## config.mk

```make
export PLATFORM = sky130hd
export DESIGN_NAME = pe_feeder_flat
export DESIGN_NICKNAME = d
export VERILOG_FILES = /design/src/rtl/pe_feeder_if.sv /design/src/rtl/pe_feeder.sv /design/src/flat_wrapper.sv
export SDC_FILE = /design/constraint.sdc
export NUM_CORES = 1
export LEC_CHECK = 0
export CAP_MARGIN = 15
export CORE_MARGIN = 5
export CORE_UTILIZATION = 42
export CTS_BUF_LIST = sky130_fd_sc_hd__clkbuf_4
export DETAILED_ROUTE_END_ITERATION = 12
export GPL_TIMING_DRIVEN = 1
export MAX_ROUTING_LAYER = met4
export PLACE_DENSITY_LB_ADDON = 0.12
export SYNTH_ARGS = -nofsm -noshare
export SYNTH_HDL_FRONTEND = slang
export SYNTH_SLANG_ARGS = --single-unit
export TNS_END_PERCENT = 20
```

## constraint.sdc

```tcl
create_clock -name clk -period 2.1 [get_ports clk]
set_clock_uncertainty 0.15 [all_clocks]
set_input_delay 0.42 -clock clk [delete_from_list [all_inputs] [get_ports clk]]
set_output_delay 0.42 -clock clk [all_outputs]
set_load 0.05 [all_outputs]
```

## src/rtl/pe_feeder_if.sv

```systemverilog
// rtl/pe_feeder_if.sv - job, operand-stream, PE and result signals of the PE feeder
interface pe_feeder_if #(
   parameter int DATA_W = 32,
   parameter int K_W    = 8
);
   logic              start;
   logic [K_W-1:0]    k_len;
   logic              a_valid;
   logic [DATA_W-1:0] a_data;
   logic              b_valid;
   logic [DATA_W-1:0] b_data;
   logic              ab_ready;
   logic              pe_clr;
   logic              pe_load;
   logic [DATA_W-1:0] pe_row;
   logic [DATA_W-1:0] pe_col;
   logic              pe_done;
   logic [64:0]       pe_result;
   logic              res_valid;
   logic [64:0]       res_data;
   logic              res_ready;
   logic              busy;
   logic              err;

   // feeder side
   modport slave (
      input  start, k_len, a_valid, a_data, b_valid, b_data,
             pe_done, pe_result, res_ready,
      output ab_ready, pe_clr, pe_load, pe_row, pe_col,
             res_valid, res_data, busy, err
   );

   // job issuer / stream source / PE side
   modport master (
      output start, k_len, a_valid, a_data, b_valid, b_data,
             pe_done, pe_result, res_ready,
      input  ab_ready, pe_clr, pe_load, pe_row, pe_col,
             res_valid, res_data, busy, err
   );
endinterface

```

## src/rtl/pe_feeder.sv

```systemverilog
// rtl/pe_feeder.sv - sequences k_len operand pairs into a MAC PE and returns its result
module pe_feeder #(
   parameter int DATA_W  = 32,
   parameter int K_W     = 8,
   parameter int TIMEOUT = 64
) (
   input  logic        clk,
   input  logic        rst,
   pe_feeder_if.slave  bus
);
   // Counter wide enough to hold TIMEOUT+1 so the compare never sees a wrap.
   localparam int TMO_W = $clog2(TIMEOUT + 2);

   typedef enum logic [2:0] {
      S_IDLE, S_CLR, S_FETCH, S_LOAD, S_WAIT, S_DONE
   } state_t;

   state_t            r_state;
   logic [K_W-1:0]    r_k_len;
   logic [K_W-1:0]    r_step;
   logic [TMO_W-1:0]  r_tmo;
   logic              r_ab_ready;
   logic              r_pe_clr;
   logic              r_pe_load;
   logic [DATA_W-1:0] r_pe_row;
   logic [DATA_W-1:0] r_pe_col;
   logic              r_res_valid;
   logic [64:0]       r_res_data;
   logic              r_busy;
   logic              r_err;

   logic              w_xfer;
   logic [K_W:0]      w_step_nxt;
   logic [TMO_W-1:0]  w_tmo_nxt;
   logic              w_last_step;
   logic              w_tmo_hit;

   // Step count is compared one bit wider so k_len = 2^K_W-1 terminates cleanly.
   assign w_xfer      = bus.a_valid && bus.b_valid && r_ab_ready;
   assign w_step_nxt  = {1'b0, r_step} + 1'b1;
   assign w_last_step = (w_step_nxt == {1'b0, r_k_len});
   // The timeout counter starts in LOAD, so TIMEOUT counts cycles from pe_load.
   assign w_tmo_nxt   = r_tmo + 1'b1;
   assign w_tmo_hit   = (w_tmo_nxt >= TMO_W'(TIMEOUT));

   // Job sequencer: every output is a register updated on the state transition.
   always_ff @(posedge clk) begin
      if (!rst) begin
         r_state     <= S_IDLE;
         r_k_len     <= '0;
         r_step      <= '0;
         r_tmo       <= '0;
         r_ab_ready  <= 1'b0;
         r_pe_clr    <= 1'b0;
         r_pe_load   <= 1'b0;
         r_pe_row    <= '0;
         r_pe_col    <= '0;
         r_res_valid <= 1'b0;
         r_res_data  <= '0;
         r_busy      <= 1'b0;
         r_err       <= 1'b0;
      end else begin
         case (r_state)
            S_IDLE: begin
               if (bus.start) begin
                  r_busy <= 1'b1;
                  r_err  <= 1'b0;
                  r_step <= '0;
                  if (bus.k_len != '0) begin
                     r_k_len  <= bus.k_len;
                     r_pe_clr <= 1'b1;
                     r_state  <= S_CLR;
                  end else begin
                     // Empty dot product: answer zero without touching the PE.
                     r_res_data  <= '0;
                     r_res_valid <= 1'b1;
                     r_state     <= S_DONE;
                  end
               end
            end
            S_CLR: begin
               r_pe_clr   <= 1'b0;
               r_ab_ready <= 1'b1;
               r_state    <= S_FETCH;
            end
            S_FETCH: begin
               if (w_xfer) begin
                  r_pe_row   <= bus.a_data;
                  r_pe_col   <= bus.b_data;
                  r_ab_ready <= 1'b0;
                  r_pe_load  <= 1'b1;
                  r_tmo      <= '0;
                  r_state    <= S_LOAD;
               end
            end
            S_LOAD: begin
               r_pe_load <= 1'b0;
               r_tmo     <= w_tmo_nxt;
               r_state   <= S_WAIT;
            end
            S_WAIT: begin
               if (bus.pe_done) begin
                  r_step <= w_step_nxt[K_W-1:0];
                  if (w_last_step) begin
                     r_res_data  <= bus.pe_result;
                     r_res_valid <= 1'b1;
                     r_state     <= S_DONE;
                  end else begin
                     r_ab_ready <= 1'b1;
                     r_state    <= S_FETCH;
                  end
               end else if (w_tmo_hit) begin
                  // Hand back whatever the PE holds so far, flagged as failed.
                  r_err       <= 1'b1;
                  r_res_data  <= bus.pe_result;
                  r_res_valid <= 1'b1;
                  r_state     <= S_DONE;
               end else begin
                  r_tmo <= w_tmo_nxt;
               end
            end
            S_DONE: begin
               if (bus.res_ready) begin
                  r_res_valid <= 1'b0;
                  r_busy      <= 1'b0;
                  r_state     <= S_IDLE;
               end
            end
            default: begin
               r_state <= S_IDLE;
            end
         endcase
      end
   end

   assign bus.ab_ready  = r_ab_ready;
   assign bus.pe_clr    = r_pe_clr;
   assign bus.pe_load   = r_pe_load;
   assign bus.pe_row    = r_pe_row;
   assign bus.pe_col    = r_pe_col;
   assign bus.res_valid = r_res_valid;
   assign bus.res_data  = r_res_data;
   assign bus.busy      = r_busy;
   assign bus.err       = r_err;
endmodule

```

## src/flat_wrapper.sv

```systemverilog
// flat-port wrapper written by rule: the top's interface ports become plain ports
module pe_feeder_flat 
#(
   parameter int DATA_W  = 32,
   parameter int K_W     = 8,
   parameter int TIMEOUT = 64
)
  (clk, rst, bus_start, bus_k_len, bus_a_valid, bus_a_data, bus_b_valid, bus_b_data, bus_pe_done, bus_pe_result, bus_res_ready, bus_ab_ready, bus_pe_clr, bus_pe_load, bus_pe_row, bus_pe_col, bus_res_valid, bus_res_data, bus_busy, bus_err);
  pe_feeder_if #(.DATA_W(DATA_W), .K_W(K_W)) bus_i ();
  input  logic clk;
  input  logic rst;
  input wire logic [$bits(bus_i.start)-1:0] bus_start;
  input wire logic [$bits(bus_i.k_len)-1:0] bus_k_len;
  input wire logic [$bits(bus_i.a_valid)-1:0] bus_a_valid;
  input wire logic [$bits(bus_i.a_data)-1:0] bus_a_data;
  input wire logic [$bits(bus_i.b_valid)-1:0] bus_b_valid;
  input wire logic [$bits(bus_i.b_data)-1:0] bus_b_data;
  input wire logic [$bits(bus_i.pe_done)-1:0] bus_pe_done;
  input wire logic [$bits(bus_i.pe_result)-1:0] bus_pe_result;
  input wire logic [$bits(bus_i.res_ready)-1:0] bus_res_ready;
  output wire logic [$bits(bus_i.ab_ready)-1:0] bus_ab_ready;
  output wire logic [$bits(bus_i.pe_clr)-1:0] bus_pe_clr;
  output wire logic [$bits(bus_i.pe_load)-1:0] bus_pe_load;
  output wire logic [$bits(bus_i.pe_row)-1:0] bus_pe_row;
  output wire logic [$bits(bus_i.pe_col)-1:0] bus_pe_col;
  output wire logic [$bits(bus_i.res_valid)-1:0] bus_res_valid;
  output wire logic [$bits(bus_i.res_data)-1:0] bus_res_data;
  output wire logic [$bits(bus_i.busy)-1:0] bus_busy;
  output wire logic [$bits(bus_i.err)-1:0] bus_err;
  assign bus_i.start = bus_start;
  assign bus_i.k_len = bus_k_len;
  assign bus_i.a_valid = bus_a_valid;
  assign bus_i.a_data = bus_a_data;
  assign bus_i.b_valid = bus_b_valid;
  assign bus_i.b_data = bus_b_data;
  assign bus_i.pe_done = bus_pe_done;
  assign bus_i.pe_result = bus_pe_result;
  assign bus_i.res_ready = bus_res_ready;
  assign bus_ab_ready = bus_i.ab_ready;
  assign bus_pe_clr = bus_i.pe_clr;
  assign bus_pe_load = bus_i.pe_load;
  assign bus_pe_row = bus_i.pe_row;
  assign bus_pe_col = bus_i.pe_col;
  assign bus_res_valid = bus_i.res_valid;
  assign bus_res_data = bus_i.res_data;
  assign bus_busy = bus_i.busy;
  assign bus_err = bus_i.err;
  pe_feeder #(.DATA_W(DATA_W), .K_W(K_W), .TIMEOUT(TIMEOUT)) u_core (.clk(clk), .rst(rst), .bus(bus_i));
endmodule
```

==> implementation parameters, run 1 <==
Parameter                              Value

Status
  Outcome    finished with violations
  Violations in the final reports    setup timing

Layout
  Post-route cell area    approximately 0.012 sq mm
  Number of fill cells in the layout    around 1,700
  Area of the multi-input gates    0.00429 sq mm
  Register cell area after layout    approximately 0.0032 sq mm
  Number of nets in the finished design    1,388
  Commonest cells after routing, fill and taps aside    sky130_fd_sc_hd__nand2_1, sky130_fd_sc_hd__dfxtp_1, sky130_fd_sc_hd__clkdlybuf4s50_1, sky130_fd_sc_hd__o211ai_1, sky130_fd_sc_hd__buf_4
  Most common cell after layout, fill and taps aside    sky130_fd_sc_hd__nand2_1
  Synth-to-layout area growth    48.4%
  Fraction of layout cells with a size suffix above 1    0.165

Critical path
  Startpoint type of the worst setup path    register
  Timing endpoint of the critical path    u_core.bus.ab_ready$_SDFFE_PN0P_
  Arrival time of data at the critical path endpoint    2.50 ns
  Endpoint kind of the worst setup timing path    register
  Worst setup path startpoint    u_core.r_step[1]$_SDFFE_PN0P_
  Worst reg-to-reg path cell count    7
  R2R Setup Slk    -0.1 ns
  Biggest fanout along the worst timing path    5
  Worst R2R Start    u_core.r_step[1]$_SDFFE_PN0P_
  Endpoint of the lowest-slack register-to-register path    u_core.bus.ab_ready$_SDFFE_PN0P_
  Kind of critical path    register to register
  Worst endpoint required time    about 2.4 ns

STA
  Unrepaired setup endpoints after global routing    yes
  Relative slew slack    0.654
  Transition at the pin with the smallest max-transition slack    0.521 ns
  Fin Setup TNS    -4.52 ns
  Number of slew-limit violations in the final report    0
  Setup ws final    -0.0988 ns
  Post-layout minimum cycle time    2.20 ns
  Number of endpoints with negative hold slack in the final report    0
  Maximum operating frequency    around 450 MHz
  Part of the cycle the worst path needs    1.05
  Setup violations, final    67

Global route
  Antenna violations before repair    1
  Overall Global Routing Usage    0.234
  Vias in the first global route    7,785
  Wire length of the first global-routing pass    40.9 mm
  Grt total ovfl    0
  Maximum number of pins on one net before global-route repair    around 100

Routing
  Ratio of routed vias to standard cells    5.64
  WL final    roughly 26 mm
  Routed length per instance    17.7 microns
  Antenna-violating nets left    0
  Starting DRC count in detailed routing    462
  Vias after detailed routing    roughly 8,400
  Residual DRC count    0
  Detailed-router iteration count before antenna repair    6

Synth
  Number of nets produced by synthesis    1,108
  Synth async-reset ratio    0
  Average cell area after synthesis    roughly 8.2 sq um
  Synthesized area    0.00789 sq mm
  Synth Register Bits    between 150 and 200
  Synth unique cells    53
  Prevailing post-synth register cell    sky130_fd_sc_hd__dfxtp_1
  Synthesis warning total    0
  Seq/Total Area, Yosys    0.408
  EDFF count, synth    0
  Number of standard cells after synthesis    around 960

Worst hold path
  Depth of the worst hold-timing path    3
  Type of the tightest min-delay check    input pin to register

Floorplan
  Die W    147 microns
  Area of the die    0.0216 sq mm
  Starting density of the core    0.425
  Core box area    0.0186 sq mm
  IO Count    approximately 280
  Die Y    147 microns
  Std-Cell Rows    50

Placed design
  Placer congestion estimate    0.811
  Worst-case setup slack after placement    -0.351 ns
  HPWL Detailed    17.4 mm
  I/O Buffers    278
  Placement Cell Area    0.0112 sq mm

CTS
  Sink count of the clock tree    around 160
  Clock Latency Late Sink    0.56 ns
  CTS tree    done
  Reg clk slew, reported paths    0.14 ns
  Clock H-tree levels    4
  Clock buffers created by TritonCTS    17
  Clock buffer depth    2
  Post-CTS Hold Buffers    0
  Cell chosen for the clock root    sky130_fd_sc_hd__clkbuf_4

Power and ir drop
  Leakage power    0.00417 uW
  Peak supply drop    0.000403 V
  Power Density    529 mW/mm^2

Flow run
  Number of max-cap violations    0
==> repair_timing <==
item                       CTS  global route
setup endpoints to repair  170           131
buffers inserted             0             4
gates resized for setup    105            88
pin swaps                    6            23
cloned                       0             4
==> cell usage after synthesis (6+ instances only) <==
| master | instances | share of area |
|---|---|---|
| sky130_fd_sc_hd__a21oi_1 | 77 | 0.049 |
| sky130_fd_sc_hd__nor3_1 | 6 | 0.0038 |
| sky130_fd_sc_hd__dfxtp_1 | 161 | 0.41 |
| sky130_fd_sc_hd__a311o_1 | 65 | 0.082 |
| sky130_fd_sc_hd__o21ai_0 | 11 | 0.0070 |
| sky130_fd_sc_hd__o211ai_1 | 131 | 0.12 |
| sky130_fd_sc_hd__o21a_1 | 6 | 0.0057 |
| sky130_fd_sc_hd__nand3_1 | 7 | 0.0044 |
| sky130_fd_sc_hd__mux2i_1 | 10 | 0.013 |
| sky130_fd_sc_hd__buf_2 | 16 | 0.010 |
| sky130_fd_sc_hd__nor2_1 | 25 | 0.012 |
| sky130_fd_sc_hd__buf_6 | 7 | 0.010 |
| sky130_fd_sc_hd__or3_1 | 71 | 0.056 |
| sky130_fd_sc_hd__inv_1 | 6 | 0.0029 |
| sky130_fd_sc_hd__clkbuf_1 | 84 | 0.040 |
| sky130_fd_sc_hd__nand2_1 | 209 | 0.099 |
==> critical path: stages, from the launching register on <==
cell	delay (ns)
sky130_fd_sc_hd__dfxtp_2	0.38
sky130_fd_sc_hd__ha_4	0.17
sky130_fd_sc_hd__nand3_4	0.09
sky130_fd_sc_hd__a2111oi_4	0.32
sky130_fd_sc_hd__o2111a_2	0.35
sky130_fd_sc_hd__a31oi_4	0.14
sky130_fd_sc_hd__buf_4	0.19
sky130_fd_sc_hd__o311a_1	0.32
==> worst min path at each step <==
stage / start / endpoint / slack, ns
final: rst / u_core.r_tmo[0]$_SDFFE_PN0P_ / 0.08
after global routing: rst / u_core.r_tmo[0]$_SDFFE_PN0P_ / 0.08
after CTS: rst / u_core.r_tmo[1]$_SDFFE_PN0P_ / 0.06
after detailed placement: u_core.bus.pe_col[28]$_SDFFE_PN0P_ / u_core.bus.pe_col[28]$_SDFFE_PN0P_ / 0.30
after global placement: u_core.bus.pe_row[9]$_SDFFE_PN0P_ / u_core.bus.pe_row[9]$_SDFFE_PN0P_ / 0.29
after floorplan: u_core.r_tmo[4]$_SDFFE_PN0P_ / u_core.r_tmo[4]$_SDFFE_PN0P_ / 0.29
==> metrics by stage <==
step,hold slack [ns],utilization,std cells,power [uW]
after floorplan,0.294,-,962,3510
after global placement,0.292,0.605,1449,4020
after detailed placement,0.298,0.605,1449,4010
after CTS,0.0600,0.618,1481,6240
after global routing,0.0833,0.630,1490,6440
final,0.0819,0.630,1490,6200
==> layer usage <==
layer | share of wire | GRT usage | wire length, microns | vias to the layer above
li1 | - | - | - | 4129
met1 | 0.44 | 0.308 | 11700 | 3945
met2 | 0.48 | 0.370 | 12600 | 308
met3 | 0.072 | 0.0552 | 1900 | 20
met4 | 0.010 | 0.0471 | 270 | 0
met5 | 0 | - | 0 | -
==> state kept, by name, indices dropped and copies added (netlist names) <==
register and count:
u_core.bus.err 1, u_core.bus.res_data 65, u_core.r_k_len 8, u_core.r_state 3, u_core.bus.busy 1, u_core.r_tmo 7
u_core.bus.pe_row 32, u_core.bus.pe_col 32, u_core.bus.pe_load 1, u_core.bus.ab_ready 1, u_core.bus.res_valid 1, u_core.r_step 8
u_core.bus.pe_clr 1
==> cells by family (layout without fill, tap and decap cells) <==
| family | count (synthesis) | count (layout) | synth area share |
|---|---|---|---|
| simple gates | 344 | 344 | 0.200 |
| compound gates | 322 | 322 | 0.303 |
| flops | 161 | 161 | 0.408 |
| buf+inv | 115 | 408 | 0.0644 |
| mux | 10 | 10 | 0.0127 |
| xor+xnor | 8 | 8 | 0.00888 |
| fa+ha+maj | 2 | 2 | 0.00317 |
| other cells | 0 | 1 | 0 |
==> final cells by class <==
| cell class | instances | share of cell area |
|---|---|---|
| timing repair buffer | 369 | 0.300 |
| antenna | 1 | 0.000214 |
| multi-input combinational | 686 | 0.366 |
| tap | 234 | 0.0250 |
| clock inverter | 15 | 0.0187 |
| inverter | 7 | 0.00224 |
| clock buffer | 17 | 0.0109 |
| sequential | 161 | 0.276 |
==> where the power goes <==
part,internal (uW),switching (uW)
sequential,3080,22.8
clock,986,1230
combinational,442,432
Note: power is estimated with default switching activity, not from simulation.
==> run 2: changes to the inputs <==
--- a/config.mk
+++ b/config.mk
@@ -5,11 +5,12 @@
 export SDC_FILE = /design/constraint.sdc
 export NUM_CORES = 1
 export LEC_CHECK = 0
-export CAP_MARGIN = 15
+export CAP_MARGIN = 20
 export CORE_MARGIN = 5
-export CORE_UTILIZATION = 42
+export CORE_UTILIZATION = 60
 export CTS_BUF_LIST = sky130_fd_sc_hd__clkbuf_4
 export DETAILED_ROUTE_END_ITERATION = 12
+export DONT_BUFFER_PORTS = 1
 export GPL_TIMING_DRIVEN = 1
 export MAX_ROUTING_LAYER = met4
 export PLACE_DENSITY_LB_ADDON = 0.12
==> run 2 against run 1 <==
  * The flow still finishes with violations (setup timing)
  * Power shrank 8.5%
  * Via count increased by 2.2%
  * Global-route usage up 10 points
  * Critical path depth grew 1
  * Final cell count down 12%
  * Maximum frequency rose by 0.46%
  * Worst setup slack improved by 0.010 ns
  * Combinational power shrank 14%
  * Cell area fell by 8.6%
  * Largest cell class unchanged
  * Largest power group unchanged
==> implementation parameters, run 2 (synthesis gave the netlist of run 1 again) <==
Parameter                              Value

Critical path
  Worst R2R Start    u_core.r_tmo[0]$_SDFFE_PN0P_
  Arrival time of data at the critical path endpoint    2.52 ns
  Endpoint kind of the worst setup timing path    register
  Startpoint type of the worst setup path    register
  Endpoint of the lowest-slack register-to-register path    u_core.bus.res_data[2]$_SDFFE_PN0P_
  Biggest fanout along the worst timing path    16
  R2R Setup Slk    -0.09 ns
  Kind of critical path    register to register
  Worst endpoint required time    2.43 ns
  Worst reg-to-reg path cell count    8

STA
  Setup ws final    -0.0887 ns
  Unrepaired setup endpoints after global routing    yes
  Relative slew slack    0.470
  Part of the cycle the worst path needs    1.04
  Number of slew-limit violations in the final report    0
  Transition at the pin with the smallest max-transition slack    between 0.7 and 0.8 ns
  Post-layout minimum cycle time    approximately 2.2 ns
  Number of endpoints with negative hold slack in the final report    0
  Maximum operating frequency    about 460 MHz
  Setup violations, final    67

Placed design
  I/O Buffers    0
  Number of cells after detailed placement    ~1,100
  Placer congestion estimate    0.929
  HPWL Detailed    15.5 mm

CTS
  CTS tree    done
  Cell chosen for the clock root    sky130_fd_sc_hd__clkbuf_4
  Clock Latency Late Sink    0.56 ns
  Clock H-tree levels    4
  Sink count of the clock tree    161
  Reg clk slew, reported paths    0.14 ns
  Clock buffer depth    2
  Clock buffers created by TritonCTS    17

Layout
  Final cell count without fillers    1,308
  Synth-to-layout area growth    35.6%
  Commonest cells after routing, fill and taps aside    sky130_fd_sc_hd__nand2_1, sky130_fd_sc_hd__dfxtp_1, sky130_fd_sc_hd__dlygate4sd3_1, sky130_fd_sc_hd__o211ai_1, sky130_fd_sc_hd__a21oi_1
  Max reg flops    65
  Most common cell after layout, fill and taps aside    sky130_fd_sc_hd__nand2_1
  Number of nets in the finished design    1,264
  Fraction of layout cells with a size suffix above 1    0.157

Global route
  Grt total ovfl    0
  Vias in the first global route    between 8,000 and 9,000
  Wire length of the first global-routing pass    42.4 mm
  Antenna violations before repair    1
  Maximum number of pins on one net before global-route repair    75
  Overall Global Routing Usage    0.335

Floorplan
  Starting density of the core    0.603
  Die Y    125 microns
  Die W    125 microns
  Area of the die    roughly 0.016 sq mm
  Core box area    0.0131 sq mm
  Std-Cell Rows    42
  IO Count    279

Status
  Violations in the final reports    setup timing
  Outcome    finished with violations

Routing
  Residual DRC count    0
  Detailed-router iteration count before antenna repair    5
  Antenna-violating nets left    0
  Starting DRC count in detailed routing    around 930
  Ratio of routed vias to standard cells    6.57
  Routed length per instance    21.0 microns
  WL final    27.5 mm
  Vias after detailed routing    8,590

Power and ir drop
  Leakage power    0.00351 uW
  Power Density    approximately 530 mW/mm^2
  Total power    between 5000 and 6000 uW
  Peak supply drop    0.000320 V

Worst hold path
  Worst Hold End    u_core.bus.err$_SDFFE_PN0P_
  Depth of the worst hold-timing path    3
  Type of the tightest min-delay check    input pin to register
  Startpoint of the tightest hold check path    bus_start

Flow run
  Number of max-cap violations    0
## run 2: area by class of cell
type / instances / area [sq um]
Fill cell: 745 / 2380
Tap cell: 176 / 220
Inverter: 7 / 26.3
Timing Repair Buffer: 245 / 2610
Multi-Input combinational cell: 686 / 4340
Sequential cell: 161 / 3240
Clock inverter: 15 / 131
Antenna cell: 1 / 2.50
Clock buffer: 17 / 128
## run 2: how the worst max path moves through the flow
stage / startpoint / end / cells after the start
2_1_floorplan: u_core.r_tmo[0]$_SDFFE_PN0P_ / u_core.bus.res_data[27]$_SDFFE_PN0P_ / 8
3_3_place_gp: u_core.r_tmo[0]$_SDFFE_PN0P_ / u_core.r_tmo[5]$_SDFFE_PN0P_ / 6
3_5_place_dp: u_core.r_tmo[0]$_SDFFE_PN0P_ / u_core.r_tmo[5]$_SDFFE_PN0P_ / 6
4_1_cts: u_core.r_tmo[0]$_SDFFE_PN0P_ / u_core.bus.res_data[5]$_SDFFE_PN0P_ / 8
5_1_grt: u_core.r_step[0]$_SDFFE_PN0P_ / u_core.bus.res_data[27]$_SDFFE_PN0P_ / 9
6_report: u_core.r_tmo[0]$_SDFFE_PN0P_ / u_core.bus.res_data[2]$_SDFFE_PN0P_ / 8
## run 2: what timing repair did
item | CTS | global route
cloned | 4 | 4
hold buffers | 140 | 0
buffers inserted | 3 | 6
setup endpoints to repair | 75 | 76
pin swaps | 14 | 31
endpoints found under the hold margin | 146 | 0
resized for setup | 25 | 26
## run 2: per-layer routing
layer	vias up	wire length [microns]	track usage
met4	0	855	0.134
met5	-	0	-
met1	4062	10200	0.386
met2	558	13700	0.550
met3	91	2730	0.0978
li1	3879	-	-
## run 2: per-stage QoR
| stage | setup TNS (ns) | hold WS (ns) | area, sq um | worst slack (ns) | utilization |
|---|---|---|---|---|---|
| floorplan | -0.422 | 0.294 | 7920 | -0.0448 | - |
| global placement | -1.39 | 0.309 | 8520 | -0.0548 | 0.651 |
| detailed placement | -5.13 | 0.322 | 8520 | -0.133 | 0.651 |
| CTS | -0.873 | 0.00696 | 10400 | -0.0517 | 0.797 |
| global route | -8.01 | 0.0306 | 10700 | -0.158 | 0.818 |
| finish | -2.57 | 0.0623 | 10700 | -0.0887 | 0.818 |
## run 2: critical path: stages (launching register included)
cell,delay (ns)
sky130_fd_sc_hd__dfxtp_2,0.38
sky130_fd_sc_hd__ha_4,0.16
sky130_fd_sc_hd__nand2_4,0.06
sky130_fd_sc_hd__o21a_1,0.22
sky130_fd_sc_hd__o31a_4,0.35
sky130_fd_sc_hd__buf_4,0.18
sky130_fd_sc_hd__buf_16,0.16
sky130_fd_sc_hd__or3_1,0.35
sky130_fd_sc_hd__o211ai_1,0.11
## run 2: power breakdown
group / leakage (uW) / switching [uW] / internal (uW)
combinational: 0.00206 / 395 / 354
clock: 0.000145 / 1180 / 601
sequential: 0.00130 / 58.0 / 3080
total: 0.00351 / 1640 / 4030
==> run 3: changes to the inputs <==
--- a/config.mk
+++ b/config.mk
@@ -6,8 +6,10 @@
 export NUM_CORES = 1
 export LEC_CHECK = 0
 export CAP_MARGIN = 20
+export CELL_PAD_IN_SITES_DETAIL_PLACEMENT = 1
+export CELL_PAD_IN_SITES_GLOBAL_PLACEMENT = 1
 export CORE_MARGIN = 5
-export CORE_UTILIZATION = 60
+export CORE_UTILIZATION = 43
 export CTS_BUF_LIST = sky130_fd_sc_hd__clkbuf_4
 export DETAILED_ROUTE_END_ITERATION = 12
 export DONT_BUFFER_PORTS = 1
==> constraint.sdc (replaced) <==
create_clock -name clk -period 1.8 [get_ports clk]
set_clock_uncertainty 0.15 [all_clocks]
set_input_delay 0.36 -clock clk [delete_from_list [all_inputs] [get_ports clk]]
set_output_delay 0.36 -clock clk [all_outputs]
set_load 0.05 [all_outputs]
==> run 3 against run 2 <==
  * The flow still finishes with violations (setup timing)
  * Routed wire length up 22%
  * Critical endpoint is now u_core.bus.res_data[21]$_SDFFE_PN0P_
  * Largest power group unchanged
  * Maximum frequency down 5.6%
  * Sequential share of layout area down 0.66 points
  * Highest routed layer unchanged
  * Critical path depth unchanged
==> implementation parameters, run 3 (synthesis gave the netlist of run 1 again) <==
Parameter                              Value

Status
  Outcome    finished with violations
  Violations in the final reports    setup timing

Power and ir drop
  Total power    ~6900 uW
  Leakage power    0.00380 uW
  Peak supply drop    0.000409 V
  Power Density    around 600 mW/mm^2

Layout
  Most common cell after layout, fill and taps aside    sky130_fd_sc_hd__nand2_1
  Max reg flops    65
  Synth-to-layout area growth    42.2%
  Fraction of layout cells with a size suffix above 1    0.255
  Number of nets in the finished design    1,319
  Final core area utilization    0.623
  Commonest cells after routing, fill and taps aside    sky130_fd_sc_hd__nand2_1, sky130_fd_sc_hd__dlygate4sd3_1, sky130_fd_sc_hd__o211ai_1, sky130_fd_sc_hd__buf_4, sky130_fd_sc_hd__dfxtp_1

STA
  Setup violations, final    115
  Post-layout minimum cycle time    2.32 ns
  Unrepaired setup endpoints after global routing    yes
  Number of endpoints with negative hold slack in the final report    0
  Fin Setup TNS    -34.93 ns
  Part of the cycle the worst path needs    1.29
  Relative slew slack    0.431
  Worst hold slack    0.0475 ns
  Setup ws final    -0.518 ns
  Maximum operating frequency    431 MHz
  Transition at the pin with the smallest max-transition slack    0.847 ns
  Number of slew-limit violations in the final report    0

Floorplan
  Die Y    ~150 microns
  Die W    approximately 150 microns
  Std-Cell Rows    49
  IO Count    279
  Starting density of the core    0.438
  Area of the die    0.0212 sq mm
  Core box area    0.0180 sq mm

Critical path
  Endpoint of the lowest-slack register-to-register path    u_core.bus.res_data[21]$_SDFFE_PN0P_
  R2R Setup Slk    -0.52 ns
  Arrival time of data at the critical path endpoint    2.64 ns
  Worst reg-to-reg path cell count    8
  Startpoint type of the worst setup path    register
  Worst endpoint required time    2.12 ns
  Biggest fanout along the worst timing path    18
  Kind of critical path    register to register
  Worst R2R Start    u_core.r_step[1]$_SDFFE_PN0P_
  Endpoint kind of the worst setup timing path    register

CTS
  Reg clk slew, reported paths    0.16 ns
  Clock buffer depth    2
  Clock buffers created by TritonCTS    17
  Sink count of the clock tree    161
  Clock Latency Late Sink    0.59 ns
  Cell chosen for the clock root    sky130_fd_sc_hd__clkbuf_4
  CTS tree    done
  Clock H-tree levels    4

Worst hold path
  Worst Hold End    u_core.bus.pe_load$_SDFFE_PN0P_
  Type of the tightest min-delay check    input pin to register
  Startpoint of the tightest hold check path    bus_b_valid
  Depth of the worst hold-timing path    3

Routing
  Detailed-router iteration count before antenna repair    5
  Routed length per instance    roughly 24 microns
  Ratio of routed vias to standard cells    6.16
  Vias after detailed routing    8,765
  Antenna-violating nets left    0
  WL final    33.6 mm
  Residual DRC count    0
  Starting DRC count in detailed routing    between 500 and 600

Global route
  Overall Global Routing Usage    0.299
  Grt total ovfl    0
  Maximum number of pins on one net before global-route repair    74
  Wire length of the first global-routing pass    ~51 mm
  Vias in the first global route    roughly 9,200
  Antenna violations before repair    7

Placed design
  Worst-case setup slack after placement    -0.377 ns
  Placer congestion estimate    0.874
  I/O Buffers    0
  HPWL Detailed    19.3 mm

Flow run
  Number of max-cap violations    0
==> run 3: changes by cell type in the layout (fill, tap and decap cells not counted), moves of 3 or more <==
cell                            previous run  this run
sky130_fd_sc_hd__inv_8                     0         6
sky130_fd_sc_hd__a21oi_1                  77        74
sky130_fd_sc_hd__buf_4                    72       127
sky130_fd_sc_hd__inv_6                     6         3
sky130_fd_sc_hd__diode_2                   1         9
sky130_fd_sc_hd__dfxtp_1                 150        82
sky130_fd_sc_hd__dfxtp_2                   9        77
sky130_fd_sc_hd__a21oi_2                   0         3
sky130_fd_sc_hd__buf_6                     6        12
sky130_fd_sc_hd__buf_16                    5         1
sky130_fd_sc_hd__clkinv_2                  4         0
sky130_fd_sc_hd__buf_8                     3         0
sky130_fd_sc_hd__dlygate4sd3_1           139       142
==> run 3: final cells by class <==
type / count / area [sq um]
Tap cell: 229 / 287
Sequential cell: 161 / 3330
Timing Repair Buffer: 300 / 2930
Antenna cell: 9 / 22.5
Multi-Input combinational cell: 686 / 4350
Clock buffer: 17 / 128
Inverter: 7 / 26.3
Fill cell: 2048 / 6800
Clock inverter: 15 / 160
==> run 3: metrics by stage <==
step	cells	instance area (sq um)
after CTS	1400	10900
after detailed placement	1223	9000
final	1424	11200
after floorplan	962	8040
after global placement	1223	9000
after global routing	1423	11200
==> run 3: worst max-delay path by stage <==
stage | start | end | slack, ns | cells after the start
6_report | u_core.r_step[1]$_SDFFE_PN0P_ | u_core.bus.res_data[21]$_SDFFE_PN0P_ | -0.52 | 8
4_1_cts | u_core.r_step[1]$_SDFFE_PN0P_ | u_core.bus.res_data[15]$_SDFFE_PN0P_ | -0.36 | 7
5_1_grt | u_core.r_step[1]$_SDFFE_PN0P_ | u_core.bus.res_data[21]$_SDFFE_PN0P_ | -0.58 | 8
3_3_place_gp | u_core.r_step[3]$_SDFFE_PN0P_ | u_core.bus.ab_ready$_SDFFE_PN0P_ | -0.29 | 7
2_1_floorplan | u_core.r_step[0]$_SDFFE_PN0P_ | u_core.bus.res_data[12]$_SDFFE_PN0P_ | -0.20 | 8
3_5_place_dp | u_core.r_step[3]$_SDFFE_PN0P_ | u_core.bus.res_data[35]$_SDFFE_PN0P_ | -0.38 | 7
==> run 3: report_power, final <==
part	internal, uW	total [uW]	leakage [uW]	switching (uW)
Clock	643	2250	0.000154	1600
Sequential	3590	3660	0.00134	64.3
Combinational	450	970	0.00230	519
Total	4690	6880	0.00380	2190
==> run 3: worst max-delay path, stage by stage, from the launching register on <==
cell and delay, ns:
sky130_fd_sc_hd__dfxtp_4 0.39, sky130_fd_sc_hd__ha_4 0.18, sky130_fd_sc_hd__nor2b_1 0.26, sky130_fd_sc_hd__nor3_1 0.11, sky130_fd_sc_hd__o31a_2 0.39, sky130_fd_sc_hd__a31oi_4 0.25
sky130_fd_sc_hd__buf_4 0.16, sky130_fd_sc_hd__buf_12 0.15, sky130_fd_sc_hd__o211ai_1 0.15
==> run 3: what timing repair did <==
item	CTS	global route
hold buffers	142	1
pin swaps	28	48
endpoints found under the hold margin	151	6
gates cloned	1	7
setup endpoints to repair	185	156
resized for setup	86	19
setup buffers	2	7
==> run 3: per-layer routing <==
metal  wire, microns  GRT usage  share of wire  vias to the layer above
li1                -          -              -                     3993
met1           12800      0.337           0.38                     4301
met2           17300      0.510           0.51                      381
met3            2340     0.0791          0.070                       90
met4            1210      0.108          0.036                        0
met5               0          -              0                        -
